--- src/rtl/world_pkg.sv ---
// Shared types and constants for the world scheduler: FSM states, the layout of
// a world memory entry and the "no cube" marker.
package world_pkg;

   typedef enum logic [2:0] {
      ST_IDLE     = 3'd0,
      ST_FETCH    = 3'd1,
      ST_DISPATCH = 3'd2,
      ST_DRAIN    = 3'd3,
      ST_COMMIT   = 3'd4
   } state_e;

   // World entry is {valid, x, y, z}; each coordinate field is half a corner wide.
   localparam int unsigned FLD_Z     = 0;
   localparam int unsigned FLD_Y     = 1;
   localparam int unsigned FLD_X     = 2;
   localparam int unsigned FLD_VALID = 3;

   localparam logic [31:0] NO_CUBE = 32'hFFFF_FFFF;

   function automatic int unsigned field_lsb(input int unsigned idx, input int unsigned half_w);
      return idx * half_w;
   endfunction

endpackage

--- src/rtl/world_scheduler_if.sv ---
// Channel-side bus of the world scheduler: dispatch fields out to the cube
// drawers, status and pick results back from them.
interface world_scheduler_if #(
   parameter int COORD_WIDTH     = 32,
   parameter int DEPTH_BIT_WIDTH = 16,
   parameter int WORLD_BITS      = 7,
   parameter int NORMAL_WIDTH    = 2,
   parameter int NUM_CH          = 2
);
   logic [NUM_CH-1:0]                       ch_start;
   logic [NUM_CH-1:0]                       ch_busy;
   logic [NUM_CH-1:0]                       ch_done;
   logic [NUM_CH-1:0]                       ch_hit;
   logic [NUM_CH-1:0][DEPTH_BIT_WIDTH-1:0]  ch_hit_depth;
   logic [NUM_CH-1:0][3*NORMAL_WIDTH-1:0]   ch_hit_normal;
   logic [COORD_WIDTH-1:0]                  x_corner;
   logic [COORD_WIDTH-1:0]                  y_corner;
   logic [COORD_WIDTH-1:0]                  z_corner;
   logic [WORLD_BITS-1:0]                   cube_id;
   logic                                    highlight;

   modport master (
      output ch_start, x_corner, y_corner, z_corner, cube_id, highlight,
      input  ch_busy, ch_done, ch_hit, ch_hit_depth, ch_hit_normal
   );

   modport slave (
      input  ch_start, x_corner, y_corner, z_corner, cube_id, highlight,
      output ch_busy, ch_done, ch_hit, ch_hit_depth, ch_hit_normal
   );
endinterface

--- src/rtl/center_pick_reducer.sv ---
// Registered minimum-depth reducer over the per-channel centre-pixel hits.
// Strict less-than keeps the earliest hit across cycles and the lowest channel within one.
module center_pick_reducer
   import world_pkg::*;
#(
   parameter int NUM_CH          = 2,
   parameter int DEPTH_BIT_WIDTH = 16,
   parameter int WORLD_BITS      = 7,
   parameter int NORMAL_WIDTH    = 2
) (
   input  logic                                  clk_in,
   input  logic                                  rst_n_in,
   input  logic                                  clear,
   input  logic                                  enable,
   input  logic [NUM_CH-1:0]                     hit,
   input  logic [NUM_CH-1:0][DEPTH_BIT_WIDTH-1:0] depth,
   input  logic [NUM_CH-1:0][WORLD_BITS-1:0]     id,
   input  logic [NUM_CH-1:0][3*NORMAL_WIDTH-1:0] normal,
   output logic [DEPTH_BIT_WIDTH-1:0]            best_depth,
   output logic [WORLD_BITS-1:0]                 best_id,
   output logic [3*NORMAL_WIDTH-1:0]             best_normal
);

   logic [DEPTH_BIT_WIDTH-1:0] best_depth_d, best_depth_q;
   logic [WORLD_BITS-1:0]      best_id_d, best_id_q;
   logic [3*NORMAL_WIDTH-1:0]  best_normal_d, best_normal_q;
   logic                       take_s;

   // Next best candidate: clear at frame start, otherwise fold in this cycle's hits.
   always_comb begin
      best_depth_d  = best_depth_q;
      best_id_d     = best_id_q;
      best_normal_d = best_normal_q;
      take_s        = 1'b0;
      if (clear) begin
         best_depth_d  = '1;
         best_id_d     = WORLD_BITS'(NO_CUBE);
         best_normal_d = '0;
      end else if (enable) begin
         for (int i = 0; i < NUM_CH; i++) begin
            take_s        = hit[i] && (depth[i] < best_depth_d);
            best_depth_d  = take_s ? depth[i]  : best_depth_d;
            best_id_d     = take_s ? id[i]     : best_id_d;
            best_normal_d = take_s ? normal[i] : best_normal_d;
         end
      end else begin
         best_depth_d  = best_depth_q;
      end
   end

   // Best-hit registers.
   always_ff @(posedge clk_in or negedge rst_n_in) begin
      if (!rst_n_in) begin
         best_depth_q  <= '1;
         best_id_q     <= WORLD_BITS'(NO_CUBE);
         best_normal_q <= '0;
      end else begin
         best_depth_q  <= best_depth_d;
         best_id_q     <= best_id_d;
         best_normal_q <= best_normal_d;
      end
   end

   assign best_depth  = best_depth_q;
   assign best_id     = best_id_q;
   assign best_normal = best_normal_q;

endmodule

--- src/rtl/world_scheduler.sv ---
// Walks the world memory once per frame, hands each valid cube to the lowest free
// cube drawer channel and commits the nearest centre-pixel hit as the looked-at cube.
module world_scheduler
   import world_pkg::*;
#(
   parameter int COORD_WIDTH     = 32,
   parameter int DEPTH_BIT_WIDTH = 16,
   parameter int WORLD_SIZE      = 100,
   parameter int WORLD_BITS      = 7,
   parameter int NORMAL_WIDTH    = 2,
   parameter int NUM_CH          = 2,
   parameter int READ_LATENCY    = 2
) (
   input  logic                          clk_in,
   input  logic                          rst_n_in,
   input  logic                          start,
   input  logic [3*COORD_WIDTH/2:0]      world_read,
   output logic [WORLD_BITS-1:0]         world_read_addr,
   world_scheduler_if.master             ch,
   output logic                          busy,
   output logic                          done,
   output logic [WORLD_BITS-1:0]         looked_at_cube,
   output logic [3*NORMAL_WIDTH-1:0]     looked_at_normal,
   output logic [WORLD_BITS:0]           cubes_drawn
);

   localparam int unsigned H       = COORD_WIDTH / 2;
   localparam int unsigned X_LSB   = field_lsb(FLD_X, H);
   localparam int unsigned Y_LSB   = field_lsb(FLD_Y, H);
   localparam int unsigned Z_LSB   = field_lsb(FLD_Z, H);
   localparam int unsigned V_BIT   = field_lsb(FLD_VALID, H);

   state_e                           state_d, state_q;
   logic [WORLD_BITS-1:0]            addr_d, addr_q;
   logic [2:0]                       lat_d, lat_q;
   logic [H-1:0]                     ent_x_d, ent_x_q, ent_y_d, ent_y_q, ent_z_d, ent_z_q;
   logic [NUM_CH-1:0]                ch_start_d, ch_start_q;
   logic [NUM_CH-1:0]                pend_d, pend_q;
   logic [NUM_CH-1:0][WORLD_BITS-1:0] ch_id_d, ch_id_q;
   logic [COORD_WIDTH-1:0]           x_d, x_q, y_d, y_q, z_d, z_q;
   logic [WORLD_BITS-1:0]            cube_id_d, cube_id_q;
   logic                             hl_d, hl_q;
   logic                             busy_d, busy_q, done_d, done_q;
   logic [WORLD_BITS-1:0]            look_cube_d, look_cube_q;
   logic [3*NORMAL_WIDTH-1:0]        look_norm_d, look_norm_q;
   logic [WORLD_BITS:0]              cubes_d, cubes_q;

   logic [NUM_CH-1:0]                free_s, grant_s;
   logic                             found_s, last_s, clear_s, pick_en_s;
   logic [DEPTH_BIT_WIDTH-1:0]       best_depth_s;
   logic [WORLD_BITS-1:0]            best_id_s;
   logic [3*NORMAL_WIDTH-1:0]        best_norm_s;

   assign clear_s   = (state_q == ST_IDLE) && start;
   assign pick_en_s = (state_q != ST_IDLE);
   assign last_s    = (addr_q == WORLD_BITS'(WORLD_SIZE - 1));
   assign free_s    = ~ch.ch_busy & ~pend_q;

   center_pick_reducer #(
      .NUM_CH(NUM_CH), .DEPTH_BIT_WIDTH(DEPTH_BIT_WIDTH),
      .WORLD_BITS(WORLD_BITS), .NORMAL_WIDTH(NORMAL_WIDTH)
   ) u_pick (
      .clk_in(clk_in), .rst_n_in(rst_n_in), .clear(clear_s), .enable(pick_en_s),
      .hit(ch.ch_hit), .depth(ch.ch_hit_depth), .id(ch_id_q), .normal(ch.ch_hit_normal),
      .best_depth(best_depth_s), .best_id(best_id_s), .best_normal(best_norm_s)
   );

   // Lowest-index free channel as a one-hot grant.
   always_comb begin
      grant_s = '0;
      found_s = 1'b0;
      for (int i = 0; i < NUM_CH; i++) begin
         grant_s[i] = free_s[i] && !found_s;
         found_s    = found_s || free_s[i];
      end
   end

   // Frame FSM next state and datapath.
   always_comb begin
      state_d     = state_q;
      addr_d      = addr_q;
      lat_d       = lat_q;
      ent_x_d     = ent_x_q;
      ent_y_d     = ent_y_q;
      ent_z_d     = ent_z_q;
      ch_start_d  = '0;
      // A start in flight keeps its channel pending even if done arrives with it.
      pend_d      = (pend_q & ~ch.ch_done) | ch_start_q;
      ch_id_d     = ch_id_q;
      x_d         = x_q;
      y_d         = y_q;
      z_d         = z_q;
      cube_id_d   = cube_id_q;
      hl_d        = hl_q;
      busy_d      = busy_q;
      done_d      = 1'b0;
      look_cube_d = look_cube_q;
      look_norm_d = look_norm_q;
      cubes_d     = cubes_q;
      case (state_q)
         ST_IDLE: begin
            if (start) begin
               addr_d  = '0;
               lat_d   = 3'd0;
               cubes_d = '0;
               busy_d  = 1'b1;
               state_d = ST_FETCH;
            end else begin
               state_d = ST_IDLE;
            end
         end
         ST_FETCH: begin
            if (lat_q == 3'(READ_LATENCY)) begin
               lat_d = 3'd0;
               if (world_read[V_BIT]) begin
                  ent_x_d = world_read[X_LSB +: H];
                  ent_y_d = world_read[Y_LSB +: H];
                  ent_z_d = world_read[Z_LSB +: H];
                  state_d = ST_DISPATCH;
               end else if (last_s) begin
                  state_d = ST_DRAIN;
               end else begin
                  addr_d  = addr_q + WORLD_BITS'(1);
               end
            end else begin
               lat_d = lat_q + 3'd1;
            end
         end
         ST_DISPATCH: begin
            if (found_s) begin
               ch_start_d = grant_s;
               pend_d     = pend_d | grant_s;
               for (int i = 0; i < NUM_CH; i++) begin
                  ch_id_d[i] = grant_s[i] ? addr_q : ch_id_q[i];
               end
               x_d       = {ent_x_q, {H{1'b0}}};
               y_d       = {ent_y_q, {H{1'b0}}};
               z_d       = {ent_z_q, {H{1'b0}}};
               cube_id_d = addr_q;
               hl_d      = (addr_q == look_cube_q);
               cubes_d   = cubes_q + (WORLD_BITS+1)'(1);
               if (last_s) begin
                  state_d = ST_DRAIN;
               end else begin
                  addr_d  = addr_q + WORLD_BITS'(1);
                  state_d = ST_FETCH;
               end
            end else begin
               state_d = ST_DISPATCH;
            end
         end
         ST_DRAIN: begin
            if ((pend_q == '0) && (ch.ch_busy == '0)) begin
               state_d = ST_COMMIT;
            end else begin
               state_d = ST_DRAIN;
            end
         end
         ST_COMMIT: begin
            look_cube_d = (best_depth_s == '1) ? WORLD_BITS'(NO_CUBE) : best_id_s;
            look_norm_d = best_norm_s;
            done_d      = 1'b1;
            busy_d      = 1'b0;
            state_d     = ST_IDLE;
         end
         default: begin
            state_d = ST_IDLE;
         end
      endcase
   end

   // State and output registers.
   always_ff @(posedge clk_in or negedge rst_n_in) begin
      if (!rst_n_in) begin
         state_q     <= ST_IDLE;
         addr_q      <= '0;
         lat_q       <= 3'd0;
         ent_x_q     <= '0;
         ent_y_q     <= '0;
         ent_z_q     <= '0;
         ch_start_q  <= '0;
         pend_q      <= '0;
         ch_id_q     <= '0;
         x_q         <= '0;
         y_q         <= '0;
         z_q         <= '0;
         cube_id_q   <= '0;
         hl_q        <= 1'b0;
         busy_q      <= 1'b0;
         done_q      <= 1'b0;
         look_cube_q <= WORLD_BITS'(NO_CUBE);
         look_norm_q <= '0;
         cubes_q     <= '0;
      end else begin
         state_q     <= state_d;
         addr_q      <= addr_d;
         lat_q       <= lat_d;
         ent_x_q     <= ent_x_d;
         ent_y_q     <= ent_y_d;
         ent_z_q     <= ent_z_d;
         ch_start_q  <= ch_start_d;
         pend_q      <= pend_d;
         ch_id_q     <= ch_id_d;
         x_q         <= x_d;
         y_q         <= y_d;
         z_q         <= z_d;
         cube_id_q   <= cube_id_d;
         hl_q        <= hl_d;
         busy_q      <= busy_d;
         done_q      <= done_d;
         look_cube_q <= look_cube_d;
         look_norm_q <= look_norm_d;
         cubes_q     <= cubes_d;
      end
   end

   assign world_read_addr  = addr_q;
   assign ch.ch_start      = ch_start_q;
   assign ch.x_corner      = x_q;
   assign ch.y_corner      = y_q;
   assign ch.z_corner      = z_q;
   assign ch.cube_id       = cube_id_q;
   assign ch.highlight     = hl_q;
   assign busy             = busy_q;
   assign done             = done_q;
   assign looked_at_cube   = look_cube_q;
   assign looked_at_normal = look_norm_q;
   assign cubes_drawn      = cubes_q;

endmodule

--- src/flat_wrapper.sv ---
// flat-port wrapper written by rule: the top's interface ports become plain ports
module world_scheduler_flat import world_pkg::*;
#(
   parameter int COORD_WIDTH     = 32,
   parameter int DEPTH_BIT_WIDTH = 16,
   parameter int WORLD_SIZE      = 100,
   parameter int WORLD_BITS      = 7,
   parameter int NORMAL_WIDTH    = 2,
   parameter int NUM_CH          = 2,
   parameter int READ_LATENCY    = 2
)
  (clk_in, rst_n_in, start, world_read, world_read_addr, busy, done, looked_at_cube, looked_at_normal, cubes_drawn, ch_ch_start, ch_x_corner, ch_y_corner, ch_z_corner, ch_cube_id, ch_highlight, ch_ch_busy, ch_ch_done, ch_ch_hit, ch_ch_hit_depth, ch_ch_hit_normal);
  world_scheduler_if #(.COORD_WIDTH(COORD_WIDTH), .DEPTH_BIT_WIDTH(DEPTH_BIT_WIDTH), .WORLD_BITS(WORLD_BITS), .NORMAL_WIDTH(NORMAL_WIDTH), .NUM_CH(NUM_CH)) ch_i ();
  input  logic clk_in;
  input  logic rst_n_in;
  input  logic start;
  input  logic [3*COORD_WIDTH/2:0] world_read;
  output logic [WORLD_BITS-1:0] world_read_addr;
  output logic busy;
  output logic done;
  output logic [WORLD_BITS-1:0] looked_at_cube;
  output logic [3*NORMAL_WIDTH-1:0] looked_at_normal;
  output logic [WORLD_BITS:0] cubes_drawn;
  output wire logic [$bits(ch_i.ch_start)-1:0] ch_ch_start;
  output wire logic [$bits(ch_i.x_corner)-1:0] ch_x_corner;
  output wire logic [$bits(ch_i.y_corner)-1:0] ch_y_corner;
  output wire logic [$bits(ch_i.z_corner)-1:0] ch_z_corner;
  output wire logic [$bits(ch_i.cube_id)-1:0] ch_cube_id;
  output wire logic [$bits(ch_i.highlight)-1:0] ch_highlight;
  input wire logic [$bits(ch_i.ch_busy)-1:0] ch_ch_busy;
  input wire logic [$bits(ch_i.ch_done)-1:0] ch_ch_done;
  input wire logic [$bits(ch_i.ch_hit)-1:0] ch_ch_hit;
  input wire logic [$bits(ch_i.ch_hit_depth)-1:0] ch_ch_hit_depth;
  input wire logic [$bits(ch_i.ch_hit_normal)-1:0] ch_ch_hit_normal;
  assign ch_ch_start = ch_i.ch_start;
  assign ch_x_corner = ch_i.x_corner;
  assign ch_y_corner = ch_i.y_corner;
  assign ch_z_corner = ch_i.z_corner;
  assign ch_cube_id = ch_i.cube_id;
  assign ch_highlight = ch_i.highlight;
  assign ch_i.ch_busy = ch_ch_busy;
  assign ch_i.ch_done = ch_ch_done;
  assign ch_i.ch_hit = ch_ch_hit;
  assign ch_i.ch_hit_depth = ch_ch_hit_depth;
  assign ch_i.ch_hit_normal = ch_ch_hit_normal;
  world_scheduler #(.COORD_WIDTH(COORD_WIDTH), .DEPTH_BIT_WIDTH(DEPTH_BIT_WIDTH), .WORLD_SIZE(WORLD_SIZE), .WORLD_BITS(WORLD_BITS), .NORMAL_WIDTH(NORMAL_WIDTH), .NUM_CH(NUM_CH), .READ_LATENCY(READ_LATENCY)) u_core (.clk_in(clk_in), .rst_n_in(rst_n_in), .start(start), .world_read(world_read), .world_read_addr(world_read_addr), .ch(ch_i), .busy(busy), .done(done), .looked_at_cube(looked_at_cube), .looked_at_normal(looked_at_normal), .cubes_drawn(cubes_drawn));
endmodule
--- config.mk ---
export PLATFORM = sky130hd
export DESIGN_NAME = world_scheduler_flat
export DESIGN_NICKNAME = d
export VERILOG_FILES = /design/src/rtl/world_pkg.sv /design/src/rtl/world_scheduler_if.sv /design/src/rtl/center_pick_reducer.sv /design/src/rtl/world_scheduler.sv /design/src/flat_wrapper.sv
export SDC_FILE = /design/constraint.sdc
export NUM_CORES = 1
export LEC_CHECK = 0
export BUFFER_PORTS_ARGS = -buffer_cell sky130_fd_sc_hd__buf_2
export CAP_MARGIN = 0
export CORE_MARGIN = 8
export CORE_UTILIZATION = 35
export CTS_CLUSTER_DIAMETER = 50
export DETAILED_ROUTE_END_ITERATION = 10
export PLACE_DENSITY = 0.68
export SLEW_MARGIN = 20
export SYNTH_ARGS = -nofsm -noshare
export SYNTH_HDL_FRONTEND = slang
export SYNTH_SLANG_ARGS = --single-unit
--- constraint.sdc ---
create_clock -name clk_in -period 6 [get_ports clk_in]
set_clock_uncertainty 0.1 [all_clocks]
set_input_delay 0.3 -clock clk_in [delete_from_list [all_inputs] [get_ports clk_in]]
set_output_delay 0.3 -clock clk_in [all_outputs]
set_load 0.03 [all_outputs]
# Yosys cells after proc, flatten, opt, wreduce, memory -nomap -nowiden
# Cells that the tools add are included.
dict set report totals {
  register_bits 187
  output_inout_bits 136
  in_bits 102
}
dict set report classes {
  n_eq_ne 13
  magnitude_cmp 2
  n_bitwise 7
  n_mux 40
  n_reduce_logical 27
  addsub 3
}
# cell count
set ops {}
lappend ops {{two-way mux 7 bit} 10}
lappend ops {{two-way mux 16 bit} 4}
lappend ops {{less-than comparator 16 bit} 2}
lappend ops {{two-way mux 6 bit} 4}
lappend ops {{one-hot mux 7 bit (3 select lines)} 1}
lappend ops {{two-way mux 3 bit} 6}
lappend ops {{== test 16 bit, second input constant} 1}
lappend ops {{two-way mux 8 bit} 2}
lappend ops {{one-hot mux 8 bit (2 select lines)} 1}
lappend ops {{two-way mux 2 bit} 6}
lappend ops {{one-hot mux 3 bit (4 select lines)} 1}
lappend ops {{AND reduction 3 bit} 4}
lappend ops {{AND reduction 2 bit} 5}
lappend ops {{== test 3 x 2 -> 1 bit, second input constant} 3}
lappend ops {{nonzero test 3 bit} 3}
lappend ops {{adder 8 x 1 -> 8 bit, second input constant} 1}
lappend ops {{nonzero test 2 bit} 4}
lappend ops {{adder 7 x 1 -> 7 bit, second input constant} 1}
lappend ops {{== test 7 bit} 1}
lappend ops {{== test 7 bit, second input constant} 1}
lappend ops {{inverter 2 bit} 3}
lappend ops {{one-hot mux 3 bit (2 select lines)} 1}
lappend ops {{logical AND 1 bit} 5}
lappend ops {{AND reduction 5 bit} 1}
lappend ops {{14 further kinds} 21}

# Logic depth before layout (Yosys ltp)
# Gate-level depths: netlist of the first run.
dict set report logic_depth {
  depth_word 8
  mapped_depth 19
  depth_no_buf 15
}

# Modules after synthesis
# Synthesis of the first run repeated with hierarchy kept, for this count alone.
dict set report hier_totals {
  hier_cells 885
  area_unflattened_um2 9330.2
}
# mod cells_each n_inst area_each_um2
set by_module_without_submodules {}
lappend by_module_without_submodules {world_scheduler 613 1 6739.0}
lappend by_module_without_submodules {center_pick_reducer 272 1 2591.2}

# Worst setup path before layout of the first run
# Ideal clock, no wire load.
dict set report synth_path {
  path_kind {register to register}
  start {reg u_core.u_pick.best_depth_q[5], in the netlist u_core.u_pick.best_depth[5]}
  end {reg u_core.u_pick.best_id_q[1], in the netlist u_core.u_pick.best_id[1]}
  path_stages_with_launch 20
  n_path_buf 4
  slack_ps 2080
  arrival_time_ps 3730
  cell_sequence {dfstp_2 -> inv_1 -> ha_1 -> a21oi_1 -> o21ai_0 -> a21oi_1 -> o21ai_1 -> buf_6 -> buf_2 -> mux2i_1 -> ha_1 -> a211oi_1 -> o211a_1 -> o21ai_1 -> o41a_1 -> buf_2 -> o221ai_2 -> buf_6 -> nor2_1 -> a311oi_2}
}
dict set report synth_via {
  elab_chain_len 8
}
# element line
set synth_rtl {}
lappend synth_rtl {{from (decl)} center_pick_reducer.sv:24} ;# logic [DEPTH_BIT_WIDTH-1:0] best_depth_d, best_depth_q;
lappend synth_rtl {{from (signal assigned)} center_pick_reducer.sv:58} ;# best_depth_q <= best_depth_d;
lappend synth_rtl {{less-than comparator 16 bit} center_pick_reducer.sv:41} ;# take_s = hit[i] && (depth[i] < best_depth_d);
lappend synth_rtl {{logical AND 1 bit} center_pick_reducer.sv:41}
lappend synth_rtl {{two-way mux 16 bit} center_pick_reducer.sv:42} ;# best_depth_d = take_s ? depth[i] : best_depth_d;
lappend synth_rtl {{less-than comparator 16 bit} center_pick_reducer.sv:41}
lappend synth_rtl {{logical AND 1 bit} center_pick_reducer.sv:41}
lappend synth_rtl {{two-way mux 7 bit} center_pick_reducer.sv:43} ;# best_id_d = take_s ? id[i] : best_id_d;
lappend synth_rtl {{two-way mux 7 bit} center_pick_reducer.sv:39} ;# end else if (enable) begin
lappend synth_rtl {{two-way mux 7 bit} center_pick_reducer.sv:35} ;# if (clear) begin
lappend synth_rtl {{to (signal assigned)} center_pick_reducer.sv:55} ;# best_id_q <= WORLD_BITS'(NO_CUBE);
lappend synth_rtl {{to (signal assigned)} center_pick_reducer.sv:59} ;# best_id_q <= best_id_d;
lappend synth_rtl {{to (decl)} center_pick_reducer.sv:25} ;# logic [WORLD_BITS-1:0] best_id_d, best_id_q;
# Parallel ways exist; a longest one is shown, timed or not. The select of a mux whose other input is x is not followed.
# A chain may end at the register's enable or synchronous reset.

# Worst setup path after layout of the first run
dict set report layout_path {
  start {reg u_core.u_pick.best_depth_q[2], in the netlist u_core.u_pick.best_depth[2]}
  end {reg u_core.u_pick.best_id_q[6], in the netlist u_core.u_pick.best_id[6]}
}
# Same word-level chain as after synthesis.

==> results.sh, run 1 <==
export IMPL_clk_pin_slew_ns=0.07
export IMPL_antenna_found_initial=3
export IMPL_wirelength_mm=23.11
export IMPL_cts_tree="built"
export IMPL_synth_area_um2=9200
export IMPL_cts_sinks=187
export IMPL_initial_utilization=0.3551
export IMPL_drtIter0Drc=351
export IMPL_hold_end="u_core.ent_x_q[15]"
export IMPL_yosysSeqAreaShare=0.5127
export IMPL_coreArea_um2=25910
export IMPL_ys_flop_type="dfrtp_1"
export IMPL_worstMarginPinSlew_ns=0.9994
export IMPL_final_common_cell="buf_2"
export IMPL_antenna_left=0
export IMPL_hold_viol_final=0
export IMPL_fmax_mhz=206.4
export IMPL_endpoint_kind="flip-flop"
export IMPL_ir_drop_mv=0.2193
export IMPL_setup_viol=0
export IMPL_dr_pass1_iters=4
export IMPL_ys_types=65
export IMPL_grt_pass1_wl_mm=36.70
export IMPL_finalPower_mw=5.938
export IMPL_whs_path_depth=2
export IMPL_worstSetupPathType="flip-flop to flip-flop"
export IMPL_timing_rr_end="u_core.u_pick.best_id[6]"
export IMPL_fin_crit_ns=4.845
export IMPL_avgSynthCellArea_um2=11.70
export IMPL_clk_latency_ns=0.43
export IMPL_status="complete, no violations"
export IMPL_ys_ff_latch=187
export IMPL_cts_root_buf="clkbuf_16"
export IMPL_die_area_um2=31730
export IMPL_num_antenna_cells=0
export IMPL_cts_resized=0
export IMPL_reg2regPathDepth=16
export IMPL_cp_arrival_ns=5.07
export IMPL_drc=0
export IMPL_synth_cells=786
export IMPL_via_per_inst=4.944
export IMPL_grt_use_total=0.1447
export IMPL_required_ns=6.23
export IMPL_fillers=2418
export IMPL_yosys_warnings=0
export IMPL_clock_path_buffers=2
export IMPL_wl_per_cell_um=17.12
export IMPL_cts_buffers=17
export IMPL_layout_common_cells="buf_2, dfrtp_1, mux2_2"
export IMPL_ios=238
export IMPL_setup_tns_ns=0
export IMPL_r2r_start="u_core.u_pick.best_depth[2]"
export IMPL_slew_headroom=0.3312
export IMPL_place_congestion=0.8255
export IMPL_critPathMaxFanout=24
export IMPL_hold_class="input pin to flip-flop"
export IMPL_drv_slew=0
export IMPL_holdCritStartpoint="world_read[47]"
export IMPL_grt_pass1_vias=7100
export IMPL_layout_drive_gt1_share=0.3872
export IMPL_critPathLaunchType="flip-flop"
export IMPL_syn_to_final_growth_pct=22.68
export IMPL_yosysTopAreaCell="dfrtp_1"
export IMPL_drv_cap=0
export IMPL_numPortBuffers=189
export IMPL_async_flop_share=1.000
export IMPL_power_density_nw_per_um2=526.1
export IMPL_p_leak_nw=5.497
export IMPL_synth_edf_count=0
export IMPL_die_w_um=178.1
export IMPL_dieHeight_um=178.1
export IMPL_r2r_setup_slack_ns=1.16
export IMPL_rows=59
export IMPL_htree_levels=4
export IMPL_netlist_area_leader_share=0.4270
export IMPL_via_count=6675
export IMPL_synth_area_leaders="dfrtp_1, mux2_2, dfstp_2"
export IMPL_finalCritPeriodShare=0.8075
export IMPL_post_dp_hpwl_mm=16.12
export IMPL_nNetsFinal=1136
export IMPL_grt_ovfl_total=0
export IMPL_rsz0062_at_grt="no"
export IMPL_grt_max_degree=83
[cells by family (layout without fill, tap and decap cells)]
family                     count (synthesis)  count (layout)  share of synthesized area
adders and majority gates                 32              32                    0.04352
and+or+nand+nor                          138             138                    0.07330
AOI/OAI and AO/OA                        143             143                     0.1096
buffers and inverters                    130             312                    0.07793
muxes                                    136             136                     0.1644
xor gates and xnor gates                  19              19                    0.01809
other                                      1              48                  0.0004076
DFF                                      187             187                     0.5127
[power by group]
group | internal [mW] | switching (mW)
Clock | 0.562 | 0.568
Sequential | 1.89 | 0.395
Combinational | 1.06 | 1.47
[registers in the layout, summed over array words and instances, names as in the netlist, 8 cells and up]
signal                    cells
u_core.ent_x_q               16
u_core.ent_y_q               16
u_core.ch.y_corner           16
u_core.cubes_drawn            8
u_core.u_pick.best_depth     16
u_core.ent_z_q               16
u_core.ch_id_q               14
u_core.ch.x_corner           16
u_core.ch.z_corner           16
[cell usage after synthesis (4+ instances only)]
master and number:
a21oi_1 17, a311oi_2 5, and3_1 4, buf_1 8
buf_2 12, buf_4 51, clkbuf_1 16, dfrtp_1 157
dfstp_2 30, ha_1 32, inv_1 39, mux2_2 117
mux2i_1 18, nand2_1 44, nand3_1 7, nand4_1 14
nor2_1 34, nor2b_1 5, nor3_1 6, nor4_1 9
o211ai_1 6, o21a_1 16, o21ai_0 41, o221ai_1 6
o22a_1 8, o31ai_1 15, xnor2_1 5, xor2_1 14
[metal layers]
layer | up-vias | GRT usage | wire length [um] | share of wire
met4 | 6 | 0.05141 | 530 | 0.023
met1 | 3305 | 0.1771 | 9697 | 0.42
met3 | 41 | 0.03789 | 1474 | 0.064
met2 | 185 | 0.2426 | 11370 | 0.49
li1 | 3138 | - | - | -
met5 | - | 0 | 38 | 0.0016
[per-stage QoR]
| stage | hold slack, ns | std cells | instance area [um2] | util | setup WS, ns |
|---|---|---|---|---|---|
| 4_1_cts | 0.001453 | 1349 | 11280 | 0.4352 | 1.184 |
| 3_5_place_dp | 0.3064 | 1275 | 10260 | 0.3961 | 1.237 |
| 3_3_place_gp | 0.3027 | 1275 | 10260 | 0.3961 | 1.304 |
| 5_1_grt | 0.009213 | 1350 | 11290 | 0.4356 | 0.8684 |
| 2_1_floorplan | -0.09559 | 833 | 9376 | - | 2.080 |
| 6_report | 0.01894 | 1350 | 11290 | 0.4356 | 1.155 |
[what timing repair did]
item / in CTS / in global routing
buffers inserted: 0 / 0
hold buffers: 42 / 1
setup endpoints to repair: 0 / 0
hold endpoints to repair: 97 / 1
[final cells by class]
type | count | area [um2] | share of cell area
sequential | 187 | 4717 | 0.4179
multi-input combinational | 516 | 3961 | 0.3510
timing repair buffer | 240 | 1445 | 0.1280
clock buffer | 17 | 425.4 | 0.03769
tap | 335 | 419.2 | 0.03714
clock inverter | 15 | 168.9 | 0.01497
inverter | 40 | 150.1 | 0.01330
[worst max-delay path: stages, from the launching register on]
cell and delay [ns]:
dfstp_2 0.56, inv_1 0.05, ha_1 0.29, a211oi_1 0.25
o21ai_1 0.09, a21oi_1 0.26, o21ai_2 0.09, buf_4 0.24
mux2i_1 0.26, ha_1 0.28, a21o_1 0.19, a221oi_2 0.25
o21ai_1 0.09, o41a_1 0.71, buf_4 0.37, or2_4 0.35
a311oi_1 0.30
[worst max path at each step]
stage,startpoint,to,cells after the start
floorplan,u_core.u_pick.best_depth[5],u_core.u_pick.best_id[1],19
global placement,u_core.u_pick.best_depth[2],u_core.u_pick.best_id[4],16
detailed placement,u_core.u_pick.best_depth[2],u_core.u_pick.best_id[6],16
CTS,u_core.u_pick.best_depth[2],u_core.u_pick.best_id[6],16
global route,u_core.u_pick.best_depth[2],u_core.u_pick.best_id[5],16
finish,u_core.u_pick.best_depth[2],u_core.u_pick.best_id[6],16
Power figures use the tool's default switching activity.
==> inputs of run 2 (changes only) <==
==> constraint.sdc (replaced) <==
create_clock -name clk_in -period 4.95 [get_ports clk_in]
set_clock_uncertainty 0.1 [all_clocks]
set_input_delay 0.2475 -clock clk_in [delete_from_list [all_inputs] [get_ports clk_in]]
set_output_delay 0.2475 -clock clk_in [all_outputs]
set_load 0.03 [all_outputs]
==> results.sh, run 2 (synthesis gave the netlist of run 1 again) <==
export IMPL_die_w_um=178.1
export IMPL_num_antenna_cells=0
export IMPL_slowest_delay_ns=0.56
export IMPL_drc=0
export IMPL_startpoint="u_core.u_pick.best_depth[7]"
export IMPL_layout_drive_gt1_share=0.3842
export IMPL_timing_rr_end="u_core.u_pick.best_id[0]"
export IMPL_critPathMaxFanout=39
export IMPL_post_cts_buffers=0
export IMPL_cp_arrival_ns=4.73
export IMPL_hold_class="input pin to flip-flop"
export IMPL_crit_chain="inv_1 > ha_1 > nand4_1 > nor2_1 > a21oi_1 > o21ai_4 > buf_4 > mux2i_1 > ha_1 > a21o_1 > a221oi_2 > o21ai_1 > o41a_1 > buf_6 > nor4_1 > a311oi_2"
export IMPL_layout_common_cells="buf_2, dfrtp_1, mux2_2"
export IMPL_post_dp_hpwl_mm=16.47
export IMPL_grt_use_total=0.1484
export IMPL_dr_pass1_iters=4
export IMPL_slew_headroom=0.3188
export IMPL_place_area_um2=10280
export IMPL_place_congestion=0.7817
export IMPL_htree_levels=4
export IMPL_critPathLaunchType="flip-flop"
export IMPL_wirelength_mm=23.40
export IMPL_endpoint="u_core.u_pick.best_id[0]"
export IMPL_initial_utilization=0.3551
export IMPL_final_common_cell="buf_2"
export IMPL_antenna_left=0
export IMPL_required_ns=5.16
export IMPL_cts_root_buf="clkbuf_16"
export IMPL_rsz0062_at_grt="no"
export IMPL_fillers=2408
export IMPL_setup_tns_ns=0
export IMPL_clk_latency_ns=0.42
export IMPL_clk_pin_slew_ns=0.08
export IMPL_post_route_util=0.4418
export IMPL_rows=59
export IMPL_via_count=6779
export IMPL_slowest_stage="dfstp_2"
export IMPL_finalCritPeriodShare=0.9149
export IMPL_clock_path_buffers=2
export IMPL_ios=238
export IMPL_syn_to_final_growth_pct=24.43
export IMPL_numPortBuffers=189
export IMPL_die_area_um2=31730
export IMPL_cts_buffers=17
export IMPL_wl_per_cell_um=17.17
export IMPL_worstMarginPinSlew_ns=1.018
export IMPL_coreArea_um2=25910
export IMPL_antenna_found_initial=5
export IMPL_fmax_mhz=220.8
export IMPL_drv_cap=0
export IMPL_drv_slew=0
export IMPL_final_area_um2=11450
export IMPL_r2r_start="u_core.u_pick.best_depth[7]"
export IMPL_grt_pass1_wl_mm=37.64
export IMPL_holdWs_ns=0.03124
export IMPL_layout_area_seq_um2=4717
export IMPL_drtIter0Drc=399
export IMPL_r2r_setup_slack_ns=0.42
export IMPL_ir_drop_mv=0.2741
export IMPL_fin_crit_ns=4.529
export IMPL_crit_top_cell="ha_1"
export IMPL_endpoint_kind="flip-flop"
export IMPL_status="complete, no violations"
export IMPL_setup_viol=0
export IMPL_grt_ovfl_total=0
export IMPL_cts_sinks=187
export IMPL_cts_tree="built"
export IMPL_via_per_inst=4.974
export IMPL_grt_max_degree=85
export IMPL_hold_viol_final=0
export IMPL_power_density_nw_per_um2=634.9
export IMPL_grt_pass1_vias=7035
export IMPL_dieHeight_um=178.1
export IMPL_multi_input_area_um2=3980
export IMPL_reg2regPathDepth=16
export IMPL_worstSetupPathType="flip-flop to flip-flop"
export IMPL_p_leak_nw=5.569
export IMPL_nNetsFinal=1149
## run 2: changes by cell type in the layout (fill, tap and decap cells not counted), moves of 2 or more
cell	change
clkinv_4	+4
inv_8	+2
clkinv_8	-2
inv_6	-4
dlygate4sd3_1	+11
## run 2: worst max-delay path, delay by kind of cell (launching register included)
family,cells,cell delay (ns)
buffers and inverters,3,0.66
adders and majority gates,2,0.59
muxes,1,0.29
AOI/OAI and AO/OA,7,1.60
and+or+nand+nor,3,0.58
DFF,1,0.56
## run 2: final cells by class
type                    instances  area share
clock buffers                  17     0.03716
clock inverters                15     0.01585
inverters                      40     0.01312
multi-input cells             516      0.3477
flip-flops and latches        187      0.4121
well taps                     335     0.03662
repair buffers                253      0.1375
## run 2: report_power, final
part | switching [mW] | internal [mW]
sequential | 0.471 | 2.29
combinational | 1.81 | 1.30
clock | 0.671 | 0.727
## run 2: metal layers
metal / up-vias / track usage / wire, um
li1: 3163 / - / -
met1: 3394 / 0.1819 / 9744
met2: 177 / 0.2500 / 11560
met3: 35 / 0.04551 / 1680
met4: 10 / 0.03856 / 350
met5: - / 0 / 64
## run 2: timing repair
| action | 4_1_cts | 5_1_grt |
|---|---|---|
| gates resized for setup | 0 | 3 |
| setup endpoints to repair | 0 | 21 |
| endpoints found under the hold margin | 109 | 0 |
| hold buffers | 54 | 0 |
## run 2: how the worst min path moves through the flow
stage	cells past startpoint	startpoint	to
floorplan	0	rst_n_in	u_core.busy
global placement	1	rst_n_in	u_core.looked_at_normal[3]
detailed placement	1	rst_n_in	u_core.state_q[2]
CTS	3	ch_ch_hit_normal[10]	u_core.u_pick.best_normal[4]
global route	3	ch_ch_hit_normal[10]	u_core.u_pick.best_normal[4]
finish	3	ch_ch_hit_normal[10]	u_core.u_pick.best_normal[4]
## run 2: metrics by stage
step / worst slack [ns] / power, mW / instances
after floorplan: 1.030 / 5.044 / 833
after detailed placement: 0.2113 / 5.870 / 1277
after CTS: 0.1886 / 7.326 / 1363
after global routing: 0.1097 / 7.772 / 1363
after global placement: 0.3730 / 5.763 / 1277
final: 0.4214 / 7.268 / 1363
==> inputs of run 3 (changes only) <==
--- a/config.mk
+++ b/config.mk
@@ -8,10 +8,10 @@
 export BUFFER_PORTS_ARGS = -buffer_cell sky130_fd_sc_hd__buf_2
 export CAP_MARGIN = 0
 export CORE_MARGIN = 8
-export CORE_UTILIZATION = 35
+export CORE_UTILIZATION = 40
 export CTS_CLUSTER_DIAMETER = 50
 export DETAILED_ROUTE_END_ITERATION = 10
-export PLACE_DENSITY = 0.68
+export PLACE_DENSITY = 0.74
 export SLEW_MARGIN = 20
 export SYNTH_ARGS = -nofsm -noshare
 export SYNTH_HDL_FRONTEND = slang
==> results.sh, run 3 (synthesis gave the netlist of run 1 again) <==
export IMPL_worstSetupPathType="flip-flop to flip-flop"
export IMPL_cts_tree="built"
export IMPL_required_ns=5.20
export IMPL_final_common_cell="buf_2"
export IMPL_critPathMaxFanout=33
export IMPL_numPortBuffers=189
export IMPL_place_congestion=0.8218
export IMPL_layout_common_cells="buf_2, dfrtp_1, mux2_2"
export IMPL_place_inst=1228
export IMPL_status="complete, no violations"
export IMPL_dieHeight_um=167.7
export IMPL_coreArea_um2=22640
export IMPL_worstMarginPinSlew_ns=0.9543
export IMPL_fin_crit_ns=4.511
export IMPL_die_w_um=167.7
export IMPL_cp_arrival_ns=4.76
export IMPL_ir_drop_mv=0.3090
export IMPL_critPathLaunchType="flip-flop"
export IMPL_fillers=1962
export IMPL_fmax_mhz=221.7
export IMPL_rows=55
export IMPL_initial_utilization=0.4064
export IMPL_hold_viol_final=0
export IMPL_die_area_um2=28110
export IMPL_post_cts_buffers=0
export IMPL_htree_levels=4
export IMPL_endpoint_kind="flip-flop"
export IMPL_dr_pass1_iters=5
export IMPL_layout_drive_gt1_share=0.3841
export IMPL_via_count=6689
export IMPL_p_leak_nw=5.557
export IMPL_clk_pin_slew_ns=0.07
export IMPL_syn_to_final_growth_pct=23.70
export IMPL_drc=0
export IMPL_wl_per_cell_um=17.27
export IMPL_cts_sinks=187
export IMPL_drv_cap=0
export IMPL_hold_class="input pin to flip-flop"
export IMPL_antenna_left=0
export IMPL_rsz0062_at_grt="no"
export IMPL_grt_pass1_vias=7256
export IMPL_setup_viol=0
export IMPL_grt_pass1_wl_mm=37.39
export IMPL_wirelength_mm=22.76
export IMPL_antenna_found_initial=5
export IMPL_slew_headroom=0.3614
export IMPL_grt_ovfl_total=0
export IMPL_ios=238
export IMPL_cts_buffers=17
export IMPL_post_dp_hpwl_mm=16.12
export IMPL_fin_cells=1318
export IMPL_via_per_inst=5.075
export IMPL_nNetsFinal=1152
export IMPL_setup_tns_ns=0
export IMPL_drtIter0Drc=450
export IMPL_cts_root_buf="clkbuf_16"
export IMPL_finalCritPeriodShare=0.9114
export IMPL_grt_max_degree=86
export IMPL_clock_path_buffers=2
export IMPL_grt_use_total=0.1632
export IMPL_drv_slew=0
export IMPL_power_density_nw_per_um2=632.7
export IMPL_clk_latency_ns=0.43
-- run 3: per-layer routing --
| layer | global-route usage | wire, um | vias up |
|---|---|---|---|
| li1 | - | - | 3164 |
| met1 | 0.1922 | 9374 | 3264 |
| met2 | 0.2769 | 11280 | 215 |
| met3 | 0.05431 | 1625 | 40 |
| met4 | 0.05280 | 436 | 6 |
| met5 | 0 | 44 | - |
-- run 3: what timing repair did --
action	CTS	global route
hold endpoints to repair	115	0
setup endpoints to repair	0	3
hold buffers	56	0
resized for setup	0	1
-- run 3: final cells by class --
class / instances / area, um2 / area share
Sequential cell: 187 / 4717 / 0.4145
Multi-Input combinational cell: 516 / 3976 / 0.3494
Timing Repair Buffer: 256 / 1598 / 0.1404
Clock buffer: 17 / 425.4 / 0.03738
Tap cell: 285 / 356.6 / 0.03133
Clock inverter: 15 / 152.6 / 0.01341
Inverter: 40 / 150.1 / 0.01319
Antenna cell: 2 / 5.005 / 0.0004398
-- run 3: stage by stage --
step                utilization  worst slack, ns  total power [mW]  cell area (um2)  hold slack [ns]
floorplan                     -            1.030             5.044             9376          -0.1481
global placement         0.4515           0.4739             5.754            10220           0.2529
detailed placement       0.4515           0.2741             5.872            10220           0.2539
CTS                      0.5018           0.2797             7.261            11360          0.01520
global route             0.5027           0.1085             7.717            11380          0.03206
finish                   0.5027           0.4385             7.201            11380          0.03791
-- run 3: final timing paths --
check / depth (start not counted) / slack, ns / to / from
setup reg to reg: 17 / 0.44 / u_core.u_pick.best_depth[15] / u_core.u_pick.best_depth[15]
setup / recovery: 17 / 0.44 / u_core.u_pick.best_depth[15] / u_core.u_pick.best_depth[15]
max in group asynchronous: 3 / 3.26 / u_core.ch.x_corner[23] / rst_n_in
hold / removal: 3 / 0.04 / u_core.u_pick.best_normal[0] / ch_ch_hit_normal[6]
hold reg to reg: 2 / 0.37 / u_core.pend_q[0] / u_core.ch.ch_start[0]
min in group asynchronous: 2 / 0.35 / u_core.ch.ch_start[1] / rst_n_in
-- run 3: worst max-delay path, cell delays in order, from the launching register on --
cell	delay, ns
dfstp_2	0.56
inv_1	0.06
ha_1	0.29
nand2_1	0.07
nor2_1	0.17
nand2_1	0.14
o21ai_4	0.44
buf_4	0.25
mux2i_1	0.26
ha_1	0.18
nand4_1	0.13
or3b_2	0.46
o22a_1	0.24
nor2_1	0.12
mux2_4	0.41
buf_4	0.26
o31ai_1	0.07
o21ai_0	0.21
-- run 3: report_power, final --
part	total (mW)	internal (mW)	leakage, nW	switching, mW
registers	2.77	2.29	2.30	0.482
clock network	1.32	0.672	0.276	0.652
logic	3.11	1.30	2.98	1.80
